File: config.mk
export PLATFORM = sky130hd
export DESIGN_NAME = instruction_sequencer_flat
export DESIGN_NICKNAME = d
export VERILOG_FILES = /design/src/rtl/instruction_sequencer_if.sv /design/src/rtl/instruction_sequencer.sv /design/src/flat_wrapper.sv
export SDC_FILE = /design/constraint.sdc
export NUM_CORES = 1
export LEC_CHECK = 0
export CAP_MARGIN = 20
export CORE_UTILIZATION = 38
export CTS_CLUSTER_SIZE = 25
export DETAILED_ROUTE_END_ITERATION = 8
export HOLD_SLACK_MARGIN = 0.08
export PLACE_DENSITY_LB_ADDON = 0.15
export SETUP_SLACK_MARGIN = 0.5
export SLEW_MARGIN = 15
export SYNTH_ARGS = -nofsm -noshare
export SYNTH_HDL_FRONTEND = slang
export SYNTH_SLANG_ARGS = --single-unit
export TNS_END_PERCENT = 30
File: constraint.sdc
create_clock -name clk -period 2 [get_ports clk]
set_clock_uncertainty 0.2 [all_clocks]
set_input_delay 0.2 -clock clk [delete_from_list [all_inputs] [get_ports clk]]
set_output_delay 0.2 -clock clk [all_outputs]
set_load 0.01 [all_outputs]
File: src/rtl/instruction_sequencer_if.sv
// Control bundle between the instruction sequencer and the datapath: instruction/target
// inputs plus PC, register-file, ALU and data-memory controls.
interface instruction_sequencer_if #(
    parameter int WIDTH = 16
);
    logic [WIDTH-1:0] instr;
    logic [WIDTH-1:0] target_data;
    logic             ir_en;
    logic             pc_add;
    logic             pc_branch;
    logic             pc_jump;
    logic [3:0]       flag_op;
    logic [WIDTH-1:0] immediate;
    logic [3:0]       rf_src;
    logic [3:0]       rf_dst;
    logic             rf_we;
    logic             link_we;
    logic [3:0]       alu_op;
    logic             alu_imm_sel;
    logic             flag_we;
    logic             mem_we;
    logic             mem_rd;
    logic             illegal;

    modport master (
        input  instr, target_data,
        output ir_en, pc_add, pc_branch, pc_jump, flag_op, immediate, rf_src, rf_dst,
               rf_we, link_we, alu_op, alu_imm_sel, flag_we, mem_we, mem_rd, illegal
    );

    modport slave (
        output instr, target_data,
        input  ir_en, pc_add, pc_branch, pc_jump, flag_op, immediate, rf_src, rf_dst,
               rf_we, link_we, alu_op, alu_imm_sel, flag_we, mem_we, mem_rd, illegal
    );
endinterface

File: src/rtl/instruction_sequencer.sv
// Multi-cycle FETCH/DECODE/EXEC(/MEM_WAIT/WB) control FSM for the 16-bit core.
// Define ILLEGAL_TRAP_EN to trap illegal encodings into HALT instead of running them as NOPs.
module instruction_sequencer #(
    parameter int WIDTH  = 16,
    parameter int DISP_W = 8
) (
    input  logic                            clk,
    input  logic                            reset,
    input  logic                            stall,
    instruction_sequencer_if.master         bus
);
    typedef enum logic [2:0] {
        FETCH    = 3'd0,
        DECODE   = 3'd1,
        EXEC     = 3'd2,
        MEM_WAIT = 3'd3,
        WB       = 3'd4,
        HALT     = 3'd5
    } state_t;

    state_t           state;
    state_t           nextState;
    logic [WIDTH-1:0] ir;
    logic [3:0]       op;
    logic [3:0]       ext;

    function automatic logic [WIDTH-1:0] sext(input logic [DISP_W-1:0] v);
        return {{(WIDTH-DISP_W){v[DISP_W-1]}}, v};
    endfunction

    assign op  = ir[15:12];
    assign ext = ir[7:4];

    // State and instruction register; stall freezes both, reset wins over stall.
    always_ff @(posedge clk) begin
        if (!reset) begin
            state <= FETCH;
            ir    <= {WIDTH{1'b0}};
        end else if (!stall) begin
            state <= nextState;
            if (state == DECODE) begin
                ir <= bus.instr;
            end else begin
                ir <= ir;
            end
        end else begin
            state <= state;
            ir    <= ir;
        end
    end

    // Next-state and decoded control outputs; reset and stall mask every output.
    always_comb begin
        nextState       = state;
        bus.ir_en       = 1'b0;
        bus.pc_add      = 1'b0;
        bus.pc_branch   = 1'b0;
        bus.pc_jump     = 1'b0;
        bus.flag_op     = 4'b0000;
        bus.immediate   = {WIDTH{1'b0}};
        bus.rf_src      = 4'b0000;
        bus.rf_dst      = 4'b0000;
        bus.rf_we       = 1'b0;
        bus.link_we     = 1'b0;
        bus.alu_op      = 4'b0000;
        bus.alu_imm_sel = 1'b0;
        bus.flag_we     = 1'b0;
        bus.mem_we      = 1'b0;
        bus.mem_rd      = 1'b0;
        bus.illegal     = 1'b0;
        if (!reset) begin
            nextState = FETCH;
        end else if (stall) begin
            nextState = state;
        end else begin
            case (state)
                FETCH: begin
                    nextState = DECODE;
                end
                DECODE: begin
                    bus.ir_en = 1'b1;
                    nextState = EXEC;
                end
                EXEC: begin
                    nextState  = FETCH;
                    bus.rf_src = ir[3:0];
                    bus.rf_dst = ir[11:8];
                    case (op)
                        4'b0000: begin
                            bus.alu_op  = ext;
                            bus.rf_we   = (ext != 4'b1011);
                            bus.flag_we = 1'b1;
                            bus.pc_add  = 1'b1;
                        end
                        4'b1100: begin
                            bus.pc_branch = 1'b1;
                            bus.flag_op   = ir[11:8];
                            bus.immediate = sext(ir[DISP_W-1:0]);
                        end
                        4'b0100: begin
                            case (ext)
                                4'b1100: begin
                                    bus.pc_jump   = 1'b1;
                                    bus.flag_op   = ir[11:8];
                                    bus.immediate = bus.target_data;
                                end
                                4'b1000: begin
                                    bus.pc_jump   = 1'b1;
                                    bus.flag_op   = 4'b1111;
                                    bus.link_we   = 1'b1;
                                    bus.immediate = bus.target_data;
                                end
                                4'b0000: begin
                                    bus.mem_rd = 1'b1;
                                    nextState  = MEM_WAIT;
                                end
                                4'b0100: begin
                                    bus.mem_we = 1'b1;
                                    bus.pc_add = 1'b1;
                                end
                                default: begin
                                    bus.rf_src = 4'b0000;
                                    bus.rf_dst = 4'b0000;
`ifdef ILLEGAL_TRAP_EN
                                    bus.illegal = 1'b1;
                                    nextState   = HALT;
`else
                                    bus.pc_add  = 1'b1;
`endif
                                end
                            endcase
                        end
                        default: begin
                            bus.alu_op      = op;
                            bus.alu_imm_sel = 1'b1;
                            bus.immediate   = sext(ir[DISP_W-1:0]);
                            bus.rf_we       = (op != 4'b1011);
                            bus.flag_we     = 1'b1;
                            bus.pc_add      = 1'b1;
                        end
                    endcase
                end
                MEM_WAIT: begin
                    nextState = WB;
                end
                WB: begin
                    bus.rf_src = ir[3:0];
                    bus.rf_dst = ir[11:8];
                    bus.rf_we  = 1'b1;
                    bus.pc_add = 1'b1;
                    nextState  = FETCH;
                end
`ifdef ILLEGAL_TRAP_EN
                HALT: begin
                    bus.illegal = 1'b1;
                    nextState   = HALT;
                end
`endif
                default: begin
                    nextState = FETCH;
                end
            endcase
        end
    end
endmodule

File: src/flat_wrapper.sv
// flat-port wrapper written by rule: the top's interface ports become plain ports
module instruction_sequencer_flat 
#(
    parameter int WIDTH  = 16,
    parameter int DISP_W = 8
)
  (clk, reset, stall, bus_instr, bus_target_data, bus_ir_en, bus_pc_add, bus_pc_branch, bus_pc_jump, bus_flag_op, bus_immediate, bus_rf_src, bus_rf_dst, bus_rf_we, bus_link_we, bus_alu_op, bus_alu_imm_sel, bus_flag_we, bus_mem_we, bus_mem_rd, bus_illegal);
  instruction_sequencer_if #(.WIDTH(WIDTH)) bus_i ();
  input  logic clk;
  input  logic reset;
  input  logic stall;
  input wire logic [$bits(bus_i.instr)-1:0] bus_instr;
  input wire logic [$bits(bus_i.target_data)-1:0] bus_target_data;
  output wire logic [$bits(bus_i.ir_en)-1:0] bus_ir_en;
  output wire logic [$bits(bus_i.pc_add)-1:0] bus_pc_add;
  output wire logic [$bits(bus_i.pc_branch)-1:0] bus_pc_branch;
  output wire logic [$bits(bus_i.pc_jump)-1:0] bus_pc_jump;
  output wire logic [$bits(bus_i.flag_op)-1:0] bus_flag_op;
  output wire logic [$bits(bus_i.immediate)-1:0] bus_immediate;
  output wire logic [$bits(bus_i.rf_src)-1:0] bus_rf_src;
  output wire logic [$bits(bus_i.rf_dst)-1:0] bus_rf_dst;
  output wire logic [$bits(bus_i.rf_we)-1:0] bus_rf_we;
  output wire logic [$bits(bus_i.link_we)-1:0] bus_link_we;
  output wire logic [$bits(bus_i.alu_op)-1:0] bus_alu_op;
  output wire logic [$bits(bus_i.alu_imm_sel)-1:0] bus_alu_imm_sel;
  output wire logic [$bits(bus_i.flag_we)-1:0] bus_flag_we;
  output wire logic [$bits(bus_i.mem_we)-1:0] bus_mem_we;
  output wire logic [$bits(bus_i.mem_rd)-1:0] bus_mem_rd;
  output wire logic [$bits(bus_i.illegal)-1:0] bus_illegal;
  assign bus_i.instr = bus_instr;
  assign bus_i.target_data = bus_target_data;
  assign bus_ir_en = bus_i.ir_en;
  assign bus_pc_add = bus_i.pc_add;
  assign bus_pc_branch = bus_i.pc_branch;
  assign bus_pc_jump = bus_i.pc_jump;
  assign bus_flag_op = bus_i.flag_op;
  assign bus_immediate = bus_i.immediate;
  assign bus_rf_src = bus_i.rf_src;
  assign bus_rf_dst = bus_i.rf_dst;
  assign bus_rf_we = bus_i.rf_we;
  assign bus_link_we = bus_i.link_we;
  assign bus_alu_op = bus_i.alu_op;
  assign bus_alu_imm_sel = bus_i.alu_imm_sel;
  assign bus_flag_we = bus_i.flag_we;
  assign bus_mem_we = bus_i.mem_we;
  assign bus_mem_rd = bus_i.mem_rd;
  assign bus_illegal = bus_i.illegal;
  instruction_sequencer #(.WIDTH(WIDTH), .DISP_W(DISP_W)) u_core (.clk(clk), .reset(reset), .stall(stall), .bus(bus_i));
endmodule
-- Yosys cells after proc, flatten, opt, wreduce, memory -nomap -nowiden
Index checks and enable logic that the tools add are counted.
- bits in registers: 19
- latch bits: 0
- bits in writable memories: 0
- ROM bits: 0
- output and inout port bits: 43
- memories kept: 0
- add/sub/neg operators: 0
- multiply operators: 0
- div/mod/pow operators: 0
- $lt $le $gt $ge: 0
- equality and inequality tests: 11
- shifts and indexed selects: 0
- multiplexer cells: 71
- bitwise operators: 1
- reduce and logical (&&, ||, !) cells: 9
- operators by type and width (operator ; number):
    $mux W16 ; 4
    $mux W4 ; 14
    $mux W1 ; 40
    $pmux W4 S2 ; 5
    $pmux W16 S2 ; 1
    $eq A4 B4 Y1 const B ; 3
    $pmux W3 S4 ; 1
    $eq A4 B3 Y1 const B ; 2
    $logic_not A4 Y1 ; 2
    $ne A4 B4 Y1 const B ; 2
    $pmux W1 S2 ; 4
    $eq A3 B2 Y1 const B ; 2
    $reduce_or A3 Y1 ; 2
    $reduce_or A2 Y1 ; 2
    $reduce_or A4 Y1 ; 1
    $eq A3 B1 Y1 const B ; 1
    $eq A3 B3 Y1 const B ; 1
    $logic_not A3 Y1 ; 1
    $mux W3 ; 1
    $mux W2 ; 1
    $reduce_and A2 Y1 ; 1
    $not A1 Y1 ; 1

-- Depth between registers and ports, before layout
Gate-level depths: netlist of the first run.
- depth in word-level cells: 7
- depth in mapped cells: 6

-- Worst setup path before layout of the first run
No wires, ideal clock.
- path type: register to output
- from: reg u_core.ir[12]
- to: out bus_immediate[10]
- arrival: 1350 ps
- slack: 250 ps
- stages on the path, launching flop included: 7
- buffers on the path: 2
- cells stage by stage: dfxtp_1 > nor3_2 > and3_1 > buf_4 > buf_4 > a21oi_1 > nor2_1
- longest elaborated chain between the ends: 5
- elaborated cells on any way between the ends: 6
- RTL lines (element ; RTL line ; RTL):
    start: declaration ; instruction_sequencer.sv:23 ; logic [WIDTH-1:0] ir;
    start signal: assignment ; instruction_sequencer.sv:38 ; ir <= {WIDTH{1'b0}};
    start signal: assignment ; instruction_sequencer.sv:42 ; ir <= bus.instr;
    start signal: assignment ; instruction_sequencer.sv:44 ; ir <= ir;
    $eq A4 B3 Y1 / $logic_not A4 Y1 (equally long branches) ; instruction_sequencer.sv:88 ; case (op)
    $pmux W16 S2 * ; instruction_sequencer.sv:88 ;
    $mux W16 * ; instruction_sequencer.sv:76 ; case (state)
    $mux W16 * ; instruction_sequencer.sv:73 ; end else if (stall) begin
    $mux W16 * ; instruction_sequencer.sv:71 ; if (!reset) begin
    end: declaration ; flat_wrapper.sv:19 ; output wire logic [$bits(bus_i.immediate)-1:0] bus_immediate;
Every way passes the cells marked *; elsewhere a longest branch is shown, timed or not.

-- Final worst setup path of the first run
- from: reg u_core.ir[13]
- to: out bus_flag_op[3]
- longest elaborated chain between the ends: 5
- elaborated cells on any way between the ends: 6
- RTL lines (element ; RTL line ; RTL):
    $eq A4 B3 Y1 / $eq A4 B4 Y1 (equally long branches) ; instruction_sequencer.sv:88 ;
    $pmux W4 S2 * ; instruction_sequencer.sv:88 ;
    $mux W4 * ; instruction_sequencer.sv:76 ;
    $mux W4 * ; instruction_sequencer.sv:73 ;
    $mux W4 * ; instruction_sequencer.sv:71 ;
    end: declaration ; flat_wrapper.sv:18 ; output wire logic [$bits(bus_i.flag_op)-1:0] bus_flag_op;
Marks and branches as above.

==> metrics, run 1 <==
Total GRT Usage=0.254; run status=finished with violations; Vias/cell=5.10; Commonest cells post-synth=nand2_1, nor2_1, a21oi_1; top cells by area, synth=dfxtp_1, nand2_1, a21boi_0, a21oi_1, nor2_1; share of layout cells above drive strength 1=0.524; max-slew violations=0; core box area=3340 sq um; Max Cap Viol=0; initial core utilization=0.397; num rows=21; Mapped Area=1330 sq um; worst setup margin=-0.183 ns; total gr overflow=0; post-layout util=0.786; sequential area share after synthesis=0.287; Design Area, Final=2620 sq um; async set or reset register ratio after synthesis=0; Boundary Pins=78; critical path arrival=1.78 ns; CTS Buf Count=3; Synth Register Bits=19; Die Width=61.1 um; post-DR wirelength/cell=14.2 um; 1st-pass router iterations=4; detailed placement HPWL=3340 um; antenna violations before repair=0; Primary FF master, synth=dfxtp_1; Placed Area=2420 sq um; Static Leak=0.00109 uW; Hold Path Class=primary input to flop; crit path capture type=primary output; RSZ-0062 raised after global routing=true; Clock transition at path regs=0.12 ns; Max Fanout on Critical Path=4; dpl cells=341; final setup vio count=33; P per Cell Area=355 nW/um^2; Clock Sinks=19; Synth Warn #=0; P&R area growth vs syn=97.7%; most numerous cell in the Yosys netlist=nand2_1; die height=61.1 um; clock root buffer master=clkbuf_4; ANT cells=0; total wire length=5040 um; Syn Nets=228; Final Hold Viols=0; hold buffer count at CTS=0; ratio of final minimum period to clock period=1.09; largest net degree at the start of global routing=22; failing checks=setup timing; Synth area leader=dfxtp_1; CTS H-Tree Depth=1; non-filler cells, final=355; CTS tree=yes; number of global-route vias before repair=1597; via count=1810; Achievable Freq=0.458 GHz; Final #Nets=345; DRC viols=0; share of the synthesized area in the top cell type=0.287; Post-Route Setup TNS=-3.29 ns; VDD IR max=399 uV; first-pass GRT wire length=7070 um; placer congestion estimate=0.934; Final min period=2.18 ns; Die Area=3730 sq um; Data required, critical path=1.60 ns; Yosys cell types=32; port bufs=76; CP startpoint kind=flop; deepest clock path buffer count=2; DRT antenna net count=0; Post-Synthesis Cells=193; Skew-Pair Late Insertion Delay=0.30 ns; DRT iter0 DRCs=101; EDFF count, synth=0; WS Path Type=flop to primary output; synthesized area per cell=6.87 sq um
-- timing repair --
| item | CTS | global route |
|---|---|---|
| gates cloned | 1 | 0 |
| pin swaps | 35 | 31 |
| hold endpoints to repair | 0 | 0 |
| buffers inserted | 6 | 3 |
| setup endpoints to repair | 60 | 52 |
| gates resized for setup | 209 | 54 |
-- flip-flops by register name, indices dropped and copies added, names as in the netlist --
signal	flops
u_core.state	3
u_core.ir	16
-- final timing paths --
check | from | slack (ns) | end | depth (start not counted)
min | bus_instr[15] | 0.23 | u_core.ir[15] | 3
max reg2reg | u_core.ir[12] | 0.23 | u_core.state[1] | 6
max | u_core.ir[13] | -0.18 | bus_flag_op[3] | 6
min reg2reg | u_core.ir[8] | 0.29 | u_core.ir[8] | 2
-- cell families (layout without fill, tap and decap cells) --
family	Yosys count	in the layout	synth area share
and+or+nand+nor	101	101	0.381
AOI/OAI and AO/OA	56	56	0.272
DFF	19	19	0.287
buffers and inverters	16	132	0.0575
other	1	1	0.00283
-- cell usage in the layout (no fill, tap or decap), types with 3 or more instances in the layout --
cell type / count
nor2_4: 4
inv_1: 4
nand3_1: 3
and2_4: 10
buf_4: 32
nand2_1: 30
a32oi_1: 7
nand2_2: 13
a21boi_2: 4
a21oi_1: 9
dfxtp_1: 12
a21oi_2: 11
a31oi_1: 3
buf_2: 31
dfxtp_2: 5
a21boi_0: 5
nor2_1: 21
buf_6: 26
a21boi_1: 8
clkbuf_4: 3
clkdlybuf4s50_1: 32
-- area by class of cell --
class                   count  area [sq um]
repair buffers            123          1030
multi-input cells         158          1090
flip-flops and latches     19           394
clock inverters             1          7.51
fillers                   241           714
clock buffers               3          22.5
inverters                   5          22.5
well taps                  46          57.6
-- per-layer routing --
metal  share of wire  wire length, um  vias up  global-route usage
li1                -                -      891                   -
met1            0.41             2050      861               0.299
met2            0.53             2680       48               0.470
met3           0.046              234       10              0.0483
met4           0.017               87        0              0.0617
met5               0                0        -                   0
-- metrics by stage --
| stage | setup slack (ns) | hold WS [ns] | power [uW] |
|---|---|---|---|
| floorplan | 0.354 | 0.127 | 528 |
| global placement | -0.433 | 0.272 | 665 |
| detailed placement | -0.441 | 0.269 | 668 |
| CTS | -0.200 | 0.213 | 897 |
| global route | -0.258 | 0.227 | 983 |
| finish | -0.183 | 0.226 | 932 |
-- power breakdown --
| group | switching (uW) | internal, uW | total [uW] |
|---|---|---|---|
| Combinational | 144 | 176 | 321 |
| Sequential | 16.3 | 394 | 411 |
| Clock | 124 | 76.2 | 200 |
-- worst max-delay path, cell delays in order, from the launching register on --
cell and delay, ns:
dfxtp_4 0.38, or3b_4 0.43, buf_6 0.14, a21oi_4 0.16, nand2_1 0.09, a21oi_2 0.13
buf_2 0.14
No activity file was read; power rests on OpenSTA's default activity.
==> run 2: changes to the inputs <==
Settings changed: CELL_PAD_IN_SITES_DETAIL_PLACEMENT from default to 1, CELL_PAD_IN_SITES_GLOBAL_PLACEMENT from default to 2, CORE_UTILIZATION 38 to 18.
==> run 2 against run 1 <==
Compared with the run above: the flow still finishes with violations (setup timing); first-iteration DRC count down 51%; register-to-register slack better by 0.05 ns; routed wire length up 13%; combinational power about the same; largest cell class unchanged; hold slack better by 0.042 ns; critical endpoint unchanged; sequential cell count unchanged.
==> metrics, run 2 (synthesis results as in run 1) <==
port bufs=76 (unchanged); Largest regs=u_core.ir (16), u_core.state (3); total wire length=5690 um (+13%); 1st-pass router iterations=4 (unchanged); initial core utilization=0.191 (-0.206); Hold Path Class=flop to flop; Boundary Pins=78 (unchanged); ratio of final minimum period to clock period=1.05 (-0.0365); Hold WS=0.267 ns (+0.0417 ns); Max Fanout on Critical Path=4 (unchanged); non-filler cells, final=403 (+14%); DRC viols=0 (unchanged); CTS tree=yes; failing checks=setup timing; clock share of power=0.281 (+0.066); Data required, critical path=1.60 ns (about the same); most common cell after layout, fill and taps aside=clkdlybuf4s50_1; most frequent cells in the layout=clkdlybuf4s50_1, buf_4, buf_2; placer congestion estimate=0.775 (-17%); via count=1774 (-2.0%); P per Cell Area=367 nW/um^2 (+3.4%); Max Cap Viol=0 (unchanged); antenna violations before repair=0 (unchanged); detailed placement HPWL=4330 um (+30%); Final Hold Viols=0 (unchanged); Design Power=1020 uW (+9.9%); VDD IR max=196 uV (-51%); Vias/cell=4.40 (-14%); most flop-heavy register=u_core.ir; Clock Sinks=19 (unchanged); design internal power=712 uW (+10%); die height=87.8 um (+44%); crit path capture type=primary output; RSZ-0062 raised after global routing=true; WS Path Type=flop to primary output; share of layout cells above drive strength 1=0.564 (+0.0392); Final #Nets=343 (-0.58%); Design Area, Final=2790 sq um (+6.2%); Total GRT Usage=0.151 (-0.102); critical path arrival=1.71 ns (-0.07 ns); worst setup margin=-0.110 ns (+0.0730 ns); fillers=847 (+250%); CTS H-Tree Depth=1 (unchanged); Final min period=2.11 ns (-0.0730 ns); Flop pwr share=0.403 (-0.038); Achievable Freq=0.474 GHz (+3.5%); NetSw=312 uW (+9.5%); Gate power share=0.317 (-0.027); Placed Area=2490 sq um (+2.9%); P&R area growth vs syn=110%; hold buffer count at CTS=0 (unchanged); post-DR wirelength/cell=14.1 um (-0.56%); core box area=6940 sq um (+110%); Die Area=7720 sq um (+110%); num rows=30 (+43%); CP startpoint kind=flop; first-pass GRT wire length=9060 um (+28%); ANT cells=0 (unchanged); Skew-Pair Late Insertion Delay=0.26 ns (-0.04 ns); Die Width=87.8 um (+44%); number of global-route vias before repair=1863 (+17%); Largest register FFs=16 (unchanged); total gr overflow=0 (unchanged); deepest clock path buffer count=2 (unchanged); Post-Route Setup TNS=-1.07 ns (+2.22 ns); run status=finished with violations; CTS Buf Count=3 (unchanged); DRT antenna net count=0 (unchanged); Sw Share=0.304 (-0.00121); final setup vio count=18 (-45%); max-slew violations=0 (unchanged); clock root buffer master=clkbuf_8; Static Leak=0.00114 uW (+4.3%); DRT iter0 DRCs=49 (-51%); largest net degree at the start of global routing=22 (unchanged); dpl cells=392 (+15%); Clock transition at path regs=0.09 ns (-0.03 ns)
## run 2: cell types whose count changed in the layout (fill, tap and decap cells not counted), sizes merged
cell | before | now
clkinvlp | 2 | 1
inv | 4 | 5
clkdlybuf4s15 | 0 | 2
buf | 89 | 85
## run 2: path summary, 6_finish.rpt
check,to,startpoint,slack (ns),cells past startpoint
worst max-delay path,bus_flag_op[3],u_core.ir[13],-0.11,6
worst min-delay path,u_core.ir[14],u_core.ir[14],0.27,2
worst max register to register,u_core.state[0],u_core.ir[12],0.28,6
worst min register to register,u_core.ir[14],u_core.ir[14],0.27,2
## run 2: cell type report
cell class | count | area (sq um) | area share
clock buffer | 3 | 41.3 | 0.0148
clock inverter | 1 | 7.51 | 0.00269
inverter | 5 | 18.8 | 0.00674
multi-input combinational | 158 | 1150 | 0.414
sequential | 19 | 395 | 0.142
tap | 96 | 120 | 0.0431
timing repair buffer | 121 | 1050 | 0.377
## run 2: repair_timing
action,in CTS,in global routing
gates resized for setup,214,72
buffers inserted,7,0
pin swaps,22,31
cloned,0,0
setup endpoints to repair,60,60
## run 2: critical path: stages, from the launching register on
cell and delay [ns]:
dfxtp_4 0.37, or3b_4 0.42, buf_6 0.14, a21oi_4 0.15
nand2_1 0.08, a21oi_2 0.13, buf_2 0.14
## run 2: stage by stage
| stage | setup slack [ns] | utilization |
|---|---|---|
| detailed placement | -0.555 | 0.359 |
| global route | -0.181 | 0.401 |
| CTS | -0.129 | 0.372 |
| finish | -0.110 | 0.401 |
| global placement | -0.514 | 0.359 |
| floorplan | 0.354 | - |
## run 2: power by group through the flow
stage	Combinational, uW	Sequential, uW	Clock (uW)
floorplan	108	420	0
global placement	255	419	0
detailed placement	257	420	0
CTS	285	410	295
global route	353	415	315
finish	324	412	288
## run 2: per-layer routing
layer / routed length, um / global-route usage / share of wire
met5: 0 / 0 / 0
met4: 46 / 0.0224 / 0.0081
met3: 298 / 0.0311 / 0.052
met2: 2800 / 0.278 / 0.49
met1: 2550 / 0.184 / 0.45
